## src/rtl/request_heartbeat_mc.sv

```systemverilog
`timescale 1ns/1ps
// Multi-channel heartbeat requester: issues per-channel requests, waits for acks with a bounded
// timeout and tracks consecutive misses into a sticky-until-ack fault flag.
//
// state  | meaning
// IDLE   | waiting for start or an expired period timer with auto_en
// REQ    | latch channel mask, arm timeout and period timers, raise req
// WAIT   | collect acks until all enabled channels seen or timeout
// DONE   | pulse done, bump round count, update alive/miss/fault
module request_heartbeat_mc #(
  parameter int NUM_CH      = 4,
  parameter int PERIOD      = 1000,
  parameter int TIMEOUT_CYC = 64,
  parameter int MISS_LIMIT  = 3,
  parameter int RESULT_W    = 32
) (
  input  logic                clk,
  input  logic                rst_n,
  input  logic                start,
  input  logic                auto_en,
  input  logic [NUM_CH-1:0]   en_mask,
  input  logic [NUM_CH-1:0]   ack,
  output logic [NUM_CH-1:0]   req,
  output logic                busy,
  output logic                done,
  output logic [RESULT_W-1:0] result,
  output logic [NUM_CH-1:0]   alive,
  output logic [NUM_CH-1:0]   fault
);

  localparam int TO_W   = (TIMEOUT_CYC > 1) ? $clog2(TIMEOUT_CYC) : 1;
  localparam int PER_W  = $clog2(PERIOD);
  localparam int MISS_W = $clog2(MISS_LIMIT + 1);

  typedef enum logic [1:0] {S_IDLE, S_REQ, S_WAIT, S_DONE} state_t;

  state_t              state, state_nxt;
  logic [NUM_CH-1:0]   mask_r;
  logic [NUM_CH-1:0]   seen;
  logic [NUM_CH-1:0]   hit;
  logic [NUM_CH-1:0]   seen_nxt;
  logic [TO_W-1:0]     to_cnt;
  logic [PER_W-1:0]    timer;
  logic [MISS_W-1:0]   miss [NUM_CH];
  logic                launch;
  logic                wait_exit;

  // An ack only counts against a request that is still outstanding.
  assign hit       = ack & req;
  assign seen_nxt  = seen | hit;
  assign wait_exit = (&seen_nxt) || (to_cnt == '0);
  assign launch    = start || (auto_en && (timer == '0));

  assign busy = (state != S_IDLE);
  assign done = (state == S_DONE);

  always_ff @(posedge clk or negedge rst_n) begin
    if (!rst_n) state <= S_IDLE;
    else        state <= state_nxt;
  end

  always_comb begin
    state_nxt = state;
    case (state)
      S_IDLE:  if (launch) state_nxt = S_REQ;
      S_REQ:   state_nxt = S_WAIT;
      S_WAIT:  if (wait_exit) state_nxt = S_DONE;
      S_DONE:  state_nxt = S_IDLE;
      default: state_nxt = S_IDLE;
    endcase
  end

  always_ff @(posedge clk or negedge rst_n) begin
    if (!rst_n) begin
      mask_r <= '0;
      seen   <= '0;
      req    <= '0;
      to_cnt <= '0;
      timer  <= '0;
      result <= '0;
      alive  <= '0;
      fault  <= '0;
      for (int i = 0; i < NUM_CH; i++) miss[i] <= '0;
    end else begin
      if (state == S_REQ)      timer <= PER_W'(PERIOD - 1);
      else if (timer != '0)    timer <= timer - 1'b1;

      case (state)
        S_REQ: begin
          mask_r <= en_mask;
          seen   <= ~en_mask;
          to_cnt <= TO_W'(TIMEOUT_CYC - 1);
          req    <= en_mask;
        end
        S_WAIT: begin
          seen <= seen_nxt;
          if (wait_exit) begin
            req <= '0;
          end else begin
            req    <= req & ~hit;
            to_cnt <= to_cnt - 1'b1;
          end
        end
        S_DONE: begin
          result <= result + 1'b1;
          alive  <= seen;
          // Miss count saturates at the limit; fault then stays set until an ack.
          for (int i = 0; i < NUM_CH; i++) begin
            if (mask_r[i]) begin
              if (seen[i]) begin
                miss[i]  <= '0;
                fault[i] <= 1'b0;
              end else if (miss[i] != MISS_W'(MISS_LIMIT)) begin
                miss[i] <= miss[i] + 1'b1;
                if (miss[i] + 1'b1 == MISS_W'(MISS_LIMIT)) fault[i] <= 1'b1;
              end
            end
          end
        end
        default: ;
      endcase
    end
  end

endmodule

```

## config.mk

```make
export PLATFORM = sky130hd
export DESIGN_NAME = request_heartbeat_mc
export DESIGN_NICKNAME = d
export VERILOG_FILES = /design/src/rtl/request_heartbeat_mc.sv
export SDC_FILE = /design/constraint.sdc
export NUM_CORES = 1
export LEC_CHECK = 0
export ABC_AREA = 0
export BUFFER_PORTS_ARGS = -buffer_cell sky130_fd_sc_hd__buf_2
export CAP_MARGIN = 20
export CORE_MARGIN = 5
export CORE_UTILIZATION = 25
export CTS_CLUSTER_DIAMETER = 100
export DETAILED_ROUTE_END_ITERATION = 12
export PLACE_DENSITY = 0.51
export SYNTH_ARGS = -nofsm -noshare
export SYNTH_HDL_FRONTEND = slang
export SYNTH_SLANG_ARGS = --single-unit
```

## constraint.sdc

```tcl
create_clock -name clk -period 1.6 [get_ports clk]
set_input_delay 0.08 -clock clk [delete_from_list [all_inputs] [get_ports clk]]
set_output_delay 0.08 -clock clk [all_outputs]
set_load 0.01 [all_outputs]
```

==> impl_results.md, run 1 <==
- Status: finished, violations left
- Failing checks: negative setup slack
- Clock Tree Buf Depth: 2
- Skew-Pair Late Insertion Delay: approximately 0.34 ns
- Syn_area_per_cell: 10.7 sq um
- Grt total ovfl: 0
- Worst-path fanout max: 3
- Max Cap Violations: 0
- Commonest non-fill, non-tap cells in the layout: dfrtp_1, buf_2, buf_4, nand2_1, xnor2_1
- Pwr Density: 1660 nW/um^2
- Post-synthesis sequential area ratio: 51.6%
- Post-DP HPWL: 6.65 mm
- CTS tree: built
- # H-tree levels: 3
- Die height: around 130 um
- Slew margin rel.: 75.6%
- Initial core utilization: 25.2%
- Root buffer cell: clkbuf_16
- Max Freq: about 610 MHz
- Layout cell share with drive strength beyond 1: 35.1%
- Critical path type: flip-flop to flip-flop
- Num rows: 45
- Area delta synth->final: 37.4%
- TritonRoute pass-1 iters: 4
- DRC violations left: 0
- Buffers on Ports: 57
- Final setup margin: -0.0372 ns
- Area of the core: 15,000 sq um
- Largest net degree at the start of global routing: 34
- Syn Nets: 381
- WL/cell: 13.6 um
- Final net count: 500
- Reg clk slew, reported paths: roughly 0.060 ns
- Total Power: 8.61 mW
- Count of buffer and inverter cells on the critical path: 1
- Min Clock Period, post-route: 1.64 ns
- First-pass GRT wire length: 15.2 mm
- Tcrit/Tclk final: 102%
- Syn Std Cell Area: 3780 sq um
- Final setup fails: 2
- CP cell instances: inv_2 > ha_4 > nor4b_4 > and4_1 > o32ai_2 > mux2_4
- Critical-path top delay cell: dfrtp_1
- CP Launch Type: flip-flop
- Antenna Diode Count: 0
- Global-route usage over all layers: between 10% and 20%
- Setup TNS: -0.0390 ns
- Peak supply drop: 0.693 mV
- Number of global-route vias before repair: 3,060
- Overall die width: 133 um
- Final Hold Fails: 0
- Routed Antenna Nets: 0
- Biggest cell delay along the critical path: 0.38 ns
- Finished Cell Area: 5200 sq um
- RePlAce Congestion: 0.755
- Cts bufs inserted: 9
- Seq cells post-synth: between 70 and 80
- Via density: 4.51
- Clock Skews: 0.00533 ns
- RSZ-0062 raised after global routing: yes
- Initial drt markers: 167
- Unique cell type count in the Yosys netlist: 43
- Cells after Synth: between 300 and 400
- Yosys warnings: 0
- Top delay family on crit path: flip-flops
- Routed via count: 2,996
- Die area: between 15,000 and 20,000 sq um
- Drt total wl: between 9 and 10 mm
- Slew Viols, Final: 0
- Critical path required time: 1.82 ns
- Num ports: 58
- Crit end category: flip-flop
- Initial antenna violation count: 0
- Leakage Power: 2.37 nW
- Commonest non-fill, non-tap cell in the layout: dfrtp_1
- Worst-margin pin slew: 0.366 ns
- Area after DPL: 4670 sq um
- Worst hold path type: input port to flip-flop
- CTS Sinks: 78
- CP arrival: approximately 1.9 ns
-- through the flow --
step,worst slack [ns],std cells,hold slack (ns),utilization (%)
floorplan,-0.0832,353,-0.216,-
global placement,-0.0735,636,-0.000572,31.1
global route,-0.0796,664,0.139,34.6
finish,-0.0372,664,0.121,34.6
detailed placement,-0.124,636,0.00200,31.1
CTS,-0.0126,660,0.111,34.0
-- synth_stat cells, drive strengths merged --
master,count,area [sq um]
a22o,4,35.0
o21ai,12,71.3
nor2,23,86.3
a2111oi,1,27.5
mux2,10,116
buf,4,25.0
nand4,15,93.8
and4,2,17.5
o32ai,1,16.3
nand3,13,65.1
mux2i,10,100
a211o,1,8.76
nand3b,1,7.51
nor3,15,80.1
or2,1,6.26
and2,1,6.26
dfrtp,78,1950
or4,1,7.51
o31ai,4,30.0
nand2,30,113
nor4,3,18.8
clkbuf,6,22.5
xnor2,26,228
or3b,1,8.76
and3,5,31.3
inv,15,56.3
xor2,6,52.6
nor3b,3,22.5
a21oi,25,129
o21bai,1,7.51
nand2b,5,31.3
nand4b,1,8.76
nor4b,1,23.8
or3,3,18.8
ha,16,200
nor2b,3,18.8
a21o,1,7.51
a31oi,5,31.3
-- where the power goes --
| part | internal (mW) | switching (mW) | total, mW |
|---|---|---|---|
| Clock | 1.44 | 0.802 | 2.24 |
| Sequential | 2.52 | 0.455 | 2.98 |
| Combinational | 1.71 | 1.69 | 3.40 |
-- cells by family (layout without fill, tap and decap cells) --
family                     after synthesis  after routing  share of synthesized area (%)
adders and majority gates               16             16                           5.29
DFF                                     78             78                           51.6
xor gates and xnor gates                32             32                           7.41
muxes                                   20             20                           5.72
and+or+nand+nor                        127            127                           17.6
buffers and inverters                   25            148                           2.75
AOI/OAI and AO/OA                       55             55                           9.63
-- worst register-to-register path: stages (launching register included) --
cell,delay [ns]
dfrtp_1,0.38
inv_2,0.06
ha_4,0.15
nor4b_4,0.13
and4_1,0.19
o32ai_2,0.29
mux2_4,0.33
-- area by class of cell --
class	instances	area, sq um
Multi-Input combinational cell	250	1840
Timing Repair Buffer	118	791
Tap cell	188	235
Clock buffer	11	253
Clock inverter	4	70.1
Sequential cell	78	1950
Fill cell	1515	9830
Inverter	15	56.3
-- registers in the layout, indices dropped and copies added, names as in the netlist --
register,flops
to_cnt,6
seen,4
miss,8
alive,4
fault,4
timer,10
result,32
mask_r,4
state,2
req,4
-- layer usage --
layer  global-route usage (%)  vias to the layer above  wire [um]
met3                     4.14                       10        511
met2                     16.6                       59       4120
met1                     13.7                     1445       4290
met5                        0                        -          0
met4                     3.58                        0        136
li1                         -                     1482          -
-- timing repair --
| item | CTS | global route |
|---|---|---|
| gates resized for setup | 8 | 13 |
| pin swaps | 4 | 2 |
| hold buffers | 5 | 0 |
| cloned | 0 | 0 |
| endpoints found under the hold margin | 82 | 0 |
| setup endpoints to repair | 13 | 40 |
| buffers inserted | 4 | 4 |
-- path summary, 6_finish.rpt --
| path | to | slack (ns) | depth (start not counted) | start |
|---|---|---|---|---|
| min reg2reg | result[31]$_DFFE_PN0P_ | 0.47 | 1 | result[31]$_DFFE_PN0P_ |
| min | req[2]$_DFFE_PN0P_ | 0.12 | 3 | ack[2] |
| min in group asynchronous | result[9]$_DFFE_PN0P_ | 0.19 | 2 | rst_n |
| max reg2reg | state[1]$_DFFE_PN0P_ | -0.04 | 6 | timer[0]$_DFFE_PN0P_ |
| max | state[1]$_DFFE_PN0P_ | -0.04 | 6 | timer[0]$_DFFE_PN0P_ |
| max in group asynchronous | req[0]$_DFFE_PN0P_ | 0.93 | 3 | rst_n |
No activity file was read; power rests on OpenSTA's default activity.
==> run 2: changes to the inputs <==
--- a/config.mk
+++ b/config.mk
@@ -6,12 +6,13 @@
 export NUM_CORES = 1
 export LEC_CHECK = 0
 export ABC_AREA = 0
-export BUFFER_PORTS_ARGS = -buffer_cell sky130_fd_sc_hd__buf_2
+export BUFFER_PORTS_ARGS = -buffer_cell sky130_fd_sc_hd__clkbuf_2
 export CAP_MARGIN = 20
 export CORE_MARGIN = 5
 export CORE_UTILIZATION = 25
 export CTS_CLUSTER_DIAMETER = 100
 export DETAILED_ROUTE_END_ITERATION = 12
+export GPL_TIMING_DRIVEN = 0
 export PLACE_DENSITY = 0.51
 export SYNTH_ARGS = -nofsm -noshare
 export SYNTH_HDL_FRONTEND = slang
==> impl_results.md, run 2 (synthesis results as in run 1) <==
- Slew margin rel.: 70.1% (was 75.6%)
- Top delay family on crit path: simple AND/OR/NAND/NOR gates (was flip-flops)
- RSZ-0062 raised after global routing: yes (unchanged)
- Clock Skews: 0.00612 ns (was 0.00533 ns)
- Final setup fails: 5 (was 2)
- Setup TNS: -0.325 ns (was -0.0390 ns)
- Largest net degree at the start of global routing: 52 (was 34)
- WL/cell: 14.2 um (was 13.6 um)
- RePlAce Congestion: 0.792 (was 0.755)
- Area delta synth->final: 39.8% (was 37.4%)
- Regs by FF count: result: 32 flops, timer: 10 flops, miss: 8 flops (unchanged)
- Die area: 17,700 sq um (unchanged)
- Largest register FFs: 32 (unchanged)
- Clock Tree Buf Depth: 2 (unchanged)
- CTS tree: built (unchanged)
- Worst-path fanout max: 7 (was 3)
- Drt total wl: 9.32 mm (was 9.06 mm)
- Finished Cell Area: 5290 sq um (was 5200 sq um)
- Worst hold path type: input port to flip-flop (unchanged)
- Final setup margin: -0.123 ns (was -0.0372 ns)
- Overall die width: 133 um (unchanged)
- Initial antenna violation count: 0 (unchanged)
- Buffers on Ports: 57 (unchanged)
- CTS Sinks: 78 (unchanged)
- Antenna Diode Count: 0 (unchanged)
- Biggest cell delay along the critical path: 0.39 ns (was 0.38 ns)
- Skew-Pair Late Insertion Delay: 0.34 ns (about the same)
- CP cell instances: inv_2 > ha_4 > nor4b_4 > and3_1 > buf_6 > nor3_2 > or3b_1 (was inv_2 > ha_4 > nor4b_4 > and4_1 > o32ai_2 > mux2_4)
- # H-tree levels: 3 (unchanged)
- Count of buffer and inverter cells on the critical path: 2 (was 1)
- Post-DP HPWL: 6.25 mm (was 6.65 mm)
- Grt total ovfl: 0 (unchanged)
- Pwr Density: 1610 nW/um^2 (was 1660 nW/um^2)
- Reg with most FFs: result (unchanged)
- Commonest non-fill, non-tap cell in the layout: dfrtp_1 (unchanged)
- Area after DPL: 4370 sq um (was 4670 sq um)
- Commonest non-fill, non-tap cells in the layout: dfrtp_1, clkbuf_2, buf_4, nand2_1, xnor2_1 (was dfrtp_1, buf_2, buf_4, nand2_1, xnor2_1)
- Area of the core: 15,000 sq um (unchanged)
- Leakage Power: 2.37 nW (about the same)
- First-pass GRT wire length: 15.3 mm (was 15.2 mm)
- TritonRoute pass-1 iters: 4 (unchanged)
- Crit end category: flip-flop (unchanged)
- Status: finished, violations left (unchanged)
- Root buffer cell: clkbuf_16 (unchanged)
- Slew Viols, Final: 0 (unchanged)
- Initial drt markers: 91 (was 167)
- Routed via count: 3,031 (was 2,996)
- Failing checks: negative setup slack (unchanged)
- Tcrit/Tclk final: 108% (was 102%)
- DRC violations left: 0 (unchanged)
- Global-route usage over all layers: 10.8% (was 10.7%)
- Peak supply drop: 0.565 mV (was 0.693 mV)
- Initial core utilization: 25.2% (unchanged)
- Number of global-route vias before repair: 2,984 (was 3,060)
- Num ports: 58 (unchanged)
- Min Clock Period, post-route: 1.72 ns (was 1.64 ns)
- Die height: 133 um (unchanged)
- CP Launch Type: flip-flop (unchanged)
- Final Hold Fails: 0 (unchanged)
- Cts bufs inserted: 9 (unchanged)
- Via density: 4.63 (was 4.51)
- Num rows: 45 (unchanged)
- Reg clk slew, reported paths: 0.06 ns (about the same)
- Worst-margin pin slew: 0.449 ns (was 0.366 ns)
- Layout cell share with drive strength beyond 1: 37.6% (was 35.1%)
- Post-Place Setup Slack: -0.406 ns (was -0.124 ns)
- Critical path type: flip-flop to flip-flop (unchanged)
- Final net count: 490 (was 500)
- Routed Antenna Nets: 0 (unchanged)
- Fillers: 1,486 (was 1,515)
- Worst Hold Margin: 0.137 ns (was 0.121 ns)
- Critical-path top delay cell: dfrtp_1 (unchanged)
- Critical path required time: 1.81 ns (was 1.82 ns)
- Max Cap Violations: 0 (unchanged)
- CP arrival: 1.94 ns (was 1.86 ns)
- Max Freq: 581 MHz (was 611 MHz)
[run 2: changes by cell type in the layout (fill, tap and decap cells not counted), moves of 6 or more]
cell and change:
nand3_1 -6, clkbuf_2 +56, buf_2 -56, buf_6 +6
buf_4 -19
[run 2: metal layers]
metal | track usage [%] | routed length [um] | vias up
met5 | 0 | 0 | -
met4 | 3.41 | 118 | 0
met3 | 4.30 | 577 | 12
met2 | 17.5 | 4530 | 58
met1 | 13.2 | 4090 | 1496
li1 | - | - | 1465
[run 2: final cells by class]
| type | count | area (sq um) | share of cell area, % |
|---|---|---|---|
| repair buffers | 103 | 697 | 13.2 |
| well taps | 188 | 235 | 4.45 |
| clock buffers | 15 | 288 | 5.44 |
| multi-input cells | 250 | 2000 | 37.8 |
| plain buffers | 5 | 55.1 | 1.04 |
| inverters | 15 | 56.3 | 1.07 |
| flip-flops and latches | 78 | 1950 | 37.0 |
[run 2: worst register-to-register path, cell delays in order, from the launching register on]
cell	delay, ns
dfrtp_1	0.39
inv_2	0.08
ha_4	0.13
nor4b_4	0.26
and3_1	0.21
buf_6	0.13
nor3_2	0.05
or3b_1	0.34
[run 2: final timing paths]
| check | startpoint | endpoint | slack, ns | depth (start not counted) |
|---|---|---|---|---|
| min reg2reg | result[31]$_DFFE_PN0P_ | result[31]$_DFFE_PN0P_ | 0.47 | 1 |
| max reg2reg | timer[0]$_DFFE_PN0P_ | timer[5]$_DFFE_PN0P_ | -0.12 | 7 |
| min in group asynchronous | rst_n | result[8]$_DFFE_PN0P_ | 0.26 | 2 |
| max in group asynchronous | rst_n | fault[0]$_DFFE_PN0P_ | 0.73 | 3 |
| max | timer[0]$_DFFE_PN0P_ | timer[5]$_DFFE_PN0P_ | -0.12 | 7 |
| min | ack[3] | req[3]$_DFFE_PN0P_ | 0.14 | 3 |
[run 2: stage by stage]
stage,power (mW),utilization [%],std cells
2_1_floorplan,4.86,-,353
3_3_place_gp,5.63,28.9,598
3_5_place_dp,5.77,29.1,599
4_1_cts,8.14,33.6,639
5_1_grt,9.15,35.2,654
6_report,8.49,35.2,654
[run 2: what timing repair did]
item	CTS	global route
gates cloned	1	0
hold buffers	5	0
endpoints found under the hold margin	31	0
pin swaps	19	19
setup endpoints to repair	57	63
buffers inserted	23	19
resized for setup	40	30
[run 2: where the power goes]
group          leakage [nW]  internal (mW)  switching, mW
combinational          1.26           1.73           1.71
clock                 0.142           1.21          0.748
sequential            0.967           2.52          0.576
total                  2.37           5.46           3.03
==> run 3: changes to the inputs <==
--- a/config.mk
+++ b/config.mk
@@ -9,11 +9,11 @@
 export BUFFER_PORTS_ARGS = -buffer_cell sky130_fd_sc_hd__clkbuf_2
 export CAP_MARGIN = 20
 export CORE_MARGIN = 5
-export CORE_UTILIZATION = 25
+export CORE_UTILIZATION = 45
 export CTS_CLUSTER_DIAMETER = 100
 export DETAILED_ROUTE_END_ITERATION = 12
 export GPL_TIMING_DRIVEN = 0
-export PLACE_DENSITY = 0.51
+export PLACE_DENSITY = 0.76
 export SYNTH_ARGS = -nofsm -noshare
 export SYNTH_HDL_FRONTEND = slang
 export SYNTH_SLANG_ARGS = --single-unit
==> impl_results.md, run 3 (synthesis results as in run 1) <==
- RePlAce Congestion: 0.777 (was 0.792)
- Commonest non-fill, non-tap cells in the layout: dfrtp_1, clkbuf_2, nand2_1, buf_4 (was dfrtp_1, clkbuf_2, buf_4, nand2_1, xnor2_1)
- Root buffer cell: clkbuf_8 (was clkbuf_16)
- Via density: 5.38 (was 4.63)
- Leakage Power: 2.32 nW (was 2.37 nW)
- Failing checks: negative setup slack (unchanged)
- RR Endpoint: timer[5]$_DFFE_PN0P_ (unchanged)
- Area after DPL: 4270 sq um (was 4370 sq um)
- RSZ-0062 raised after global routing: yes (unchanged)
- R2R depth: 7 (unchanged)
- Area delta synth->final: 35.7% (was 39.8%)
- Drt total wl: 8.81 mm (was 9.32 mm)
- Largest net degree at the start of global routing: 49 (was 52)
- Finished Cell Area: 5130 sq um (was 5290 sq um)
- WL/cell: 15.6 um (was 14.2 um)
- Post-Place Setup Slack: -0.392 ns (was -0.406 ns)
- Clock Skews: 0.00877 ns (was 0.00612 ns)
- Layout cell share with drive strength beyond 1: 37.1% (was 37.6%)
- Crit end category: flip-flop (unchanged)
- Status: finished, violations left (unchanged)
- WHS Path Cells: 3 (unchanged)
- Critical path required time: 1.83 ns (was 1.81 ns)
- Multi-input logic area: 2020 sq um (was 2000 sq um)
- Biggest cell delay along the critical path: 0.41 ns (was 0.39 ns)
- Count of buffer and inverter cells on the critical path: 2 (unchanged)
- Slew margin rel.: 68.8% (was 70.1%)
- Worst Hold Margin: 0.109 ns (was 0.137 ns)
- CP endpoint: timer[5]$_DFFE_PN0P_ (unchanged)
- CTS tree: built (unchanged)
- Buffers on Ports: 57 (unchanged)
- Regs by FF count: result: 32 flops, timer: 10 flops, miss: 8 flops (unchanged)
- Area of the core: 8220 sq um (was 15,000 sq um)
- Post-DP HPWL: 5.64 mm (was 6.25 mm)
- Slew Viols, Final: 0 (unchanged)
- Routed via count: 3,045 (was 3,031)
- Clock Tree Buf Depth: 2 (unchanged)
- CP Launch Type: flip-flop (unchanged)
- Skew-Pair Late Insertion Delay: 0.34 ns (about the same)
- Final core utilization: 62.4% (was 35.2%)
- Grt total ovfl: 0 (unchanged)
- Top delay family on crit path: simple AND/OR/NAND/NOR gates (unchanged)
- First-pass GRT wire length: 13.8 mm (was 15.3 mm)
- Overall die width: 102 um (was 133 um)
- CP Depth: 7 (unchanged)
- Global-route usage over all layers: 16.8% (was 10.8%)
- Crit path launch: timer[0]$_DFFE_PN0P_ (unchanged)
- Critical-path top delay cell: dfrtp_1 (unchanged)
- TritonRoute pass-1 iters: 4 (unchanged)
- CP arrival: 1.95 ns (was 1.94 ns)
- Largest register FFs: 32 (unchanged)
- Register area: 1950 sq um (unchanged)
- Min Clock Period, post-route: 1.72 ns (about the same)
- CP cell instances: inv_2 > ha_4 > nor4b_4 > and3_1 > buf_6 > nor3_2 > or3b_1 (unchanged)
- Worst R2R Setup Slack: -0.12 ns (about the same)
- Fillers: 641 (was 1,486)
- Max Cap Violations: 0 (unchanged)
- Final setup margin: -0.119 ns (was -0.123 ns)
- Num ports: 58 (unchanged)
- Cts bufs inserted: 9 (unchanged)
- Antenna Diode Count: 0 (unchanged)
- Max Freq: 582 MHz (was 581 MHz)
- Final setup fails: 11 (was 5)
- Final Hold Fails: 0 (unchanged)
- Reg clk slew, reported paths: 0.08 ns (was 0.06 ns)
- CTS Sinks: 78 (unchanged)
- # H-tree levels: 3 (unchanged)
- Worst-path fanout max: 7 (unchanged)
- Peak supply drop: 1.16 mV (was 0.565 mV)
- Reg with most FFs: result (unchanged)
- Tcrit/Tclk final: 107% (was 108%)
- DRC violations left: 0 (unchanged)
- Critical R2R Launch: timer[0]$_DFFE_PN0P_ (unchanged)
- Num rows: 33 (was 45)
- Critical path type: flip-flop to flip-flop (unchanged)
- Worst hold path type: input port to flip-flop (unchanged)
- Die area: 10,300 sq um (was 17,700 sq um)
- Commonest non-fill, non-tap cell in the layout: dfrtp_1 (unchanged)
- Final net count: 486 (was 490)
- Routed Antenna Nets: 0 (unchanged)
- Initial antenna violation count: 0 (unchanged)
- Initial drt markers: 98 (was 91)
- Worst-margin pin slew: 0.469 ns (was 0.449 ns)
- Die height: 102 um (was 133 um)
- Initial core utilization: 46.0% (was 25.2%)
- Pwr Density: 1610 nW/um^2 (about the same)
- Number of global-route vias before repair: 2,944 (was 2,984)
[run 3: what timing repair did]
action / CTS / global route
cloned: 0 / 1
setup endpoints to repair: 55 / 48
endpoints found under the hold margin: 36 / 0
hold buffers: 5 / 0
gates resized for setup: 23 / 43
buffers inserted: 17 / 17
pin swaps: 9 / 21
[run 3: layout make-up]
class,count,share of cell area (%)
plain buffers,6,0.975
clock buffers,10,2.68
clock inverters,4,2.34
inverters,15,1.10
multi-input cells,250,39.3
flip-flops and latches,78,38.1
well taps,105,2.56
repair buffers,98,12.9
[run 3: worst min path at each step]
stage / startpoint / end / slack (ns)
after CTS: start / state[0]$_DFFE_PN0P_ / 0.1
after global placement: en_mask[1] / seen[1]$_DFFE_PN0P_ / 0.29
after floorplan: rst_n / alive[0]$_DFFE_PN0P_ / -0.22
after global routing: start / state[0]$_DFFE_PN0P_ / 0.11
final: start / state[0]$_DFFE_PN0P_ / 0.11
after detailed placement: rst_n / result[7]$_DFFE_PN0P_ / 0.09
[run 3: routing by layer]
metal	track usage (%)	vias to the layer above	wire length (um)
met4	6.13	0	93
met1	20.6	1506	3600
li1	-	1449	-
met3	4.55	9	471
met5	0	-	0
met2	28.5	81	4650
[run 3: per-stage QoR]
step,instances,setup TNS [ns],power (mW)
CTS,549,-0.535,7.90
floorplan,353,-0.703,4.86
global route,566,-3.15,8.77
finish,566,-0.449,8.24
detailed placement,516,-9.64,5.67
global placement,515,-29.12,5.53
[run 3: power breakdown]
part	internal [mW]	total [mW]	leakage, nW	switching (mW)
Sequential	2.51	3.09	0.967	0.580
Combinational	1.62	3.24	1.23	1.62
Clock	1.22	1.91	0.128	0.690
Total	5.36	8.24	2.32	2.89
[run 3: worst min-delay path: stages]
cell      delay, ns
clkbuf_2       0.09
o32ai_2        0.09
a21oi_1        0.15
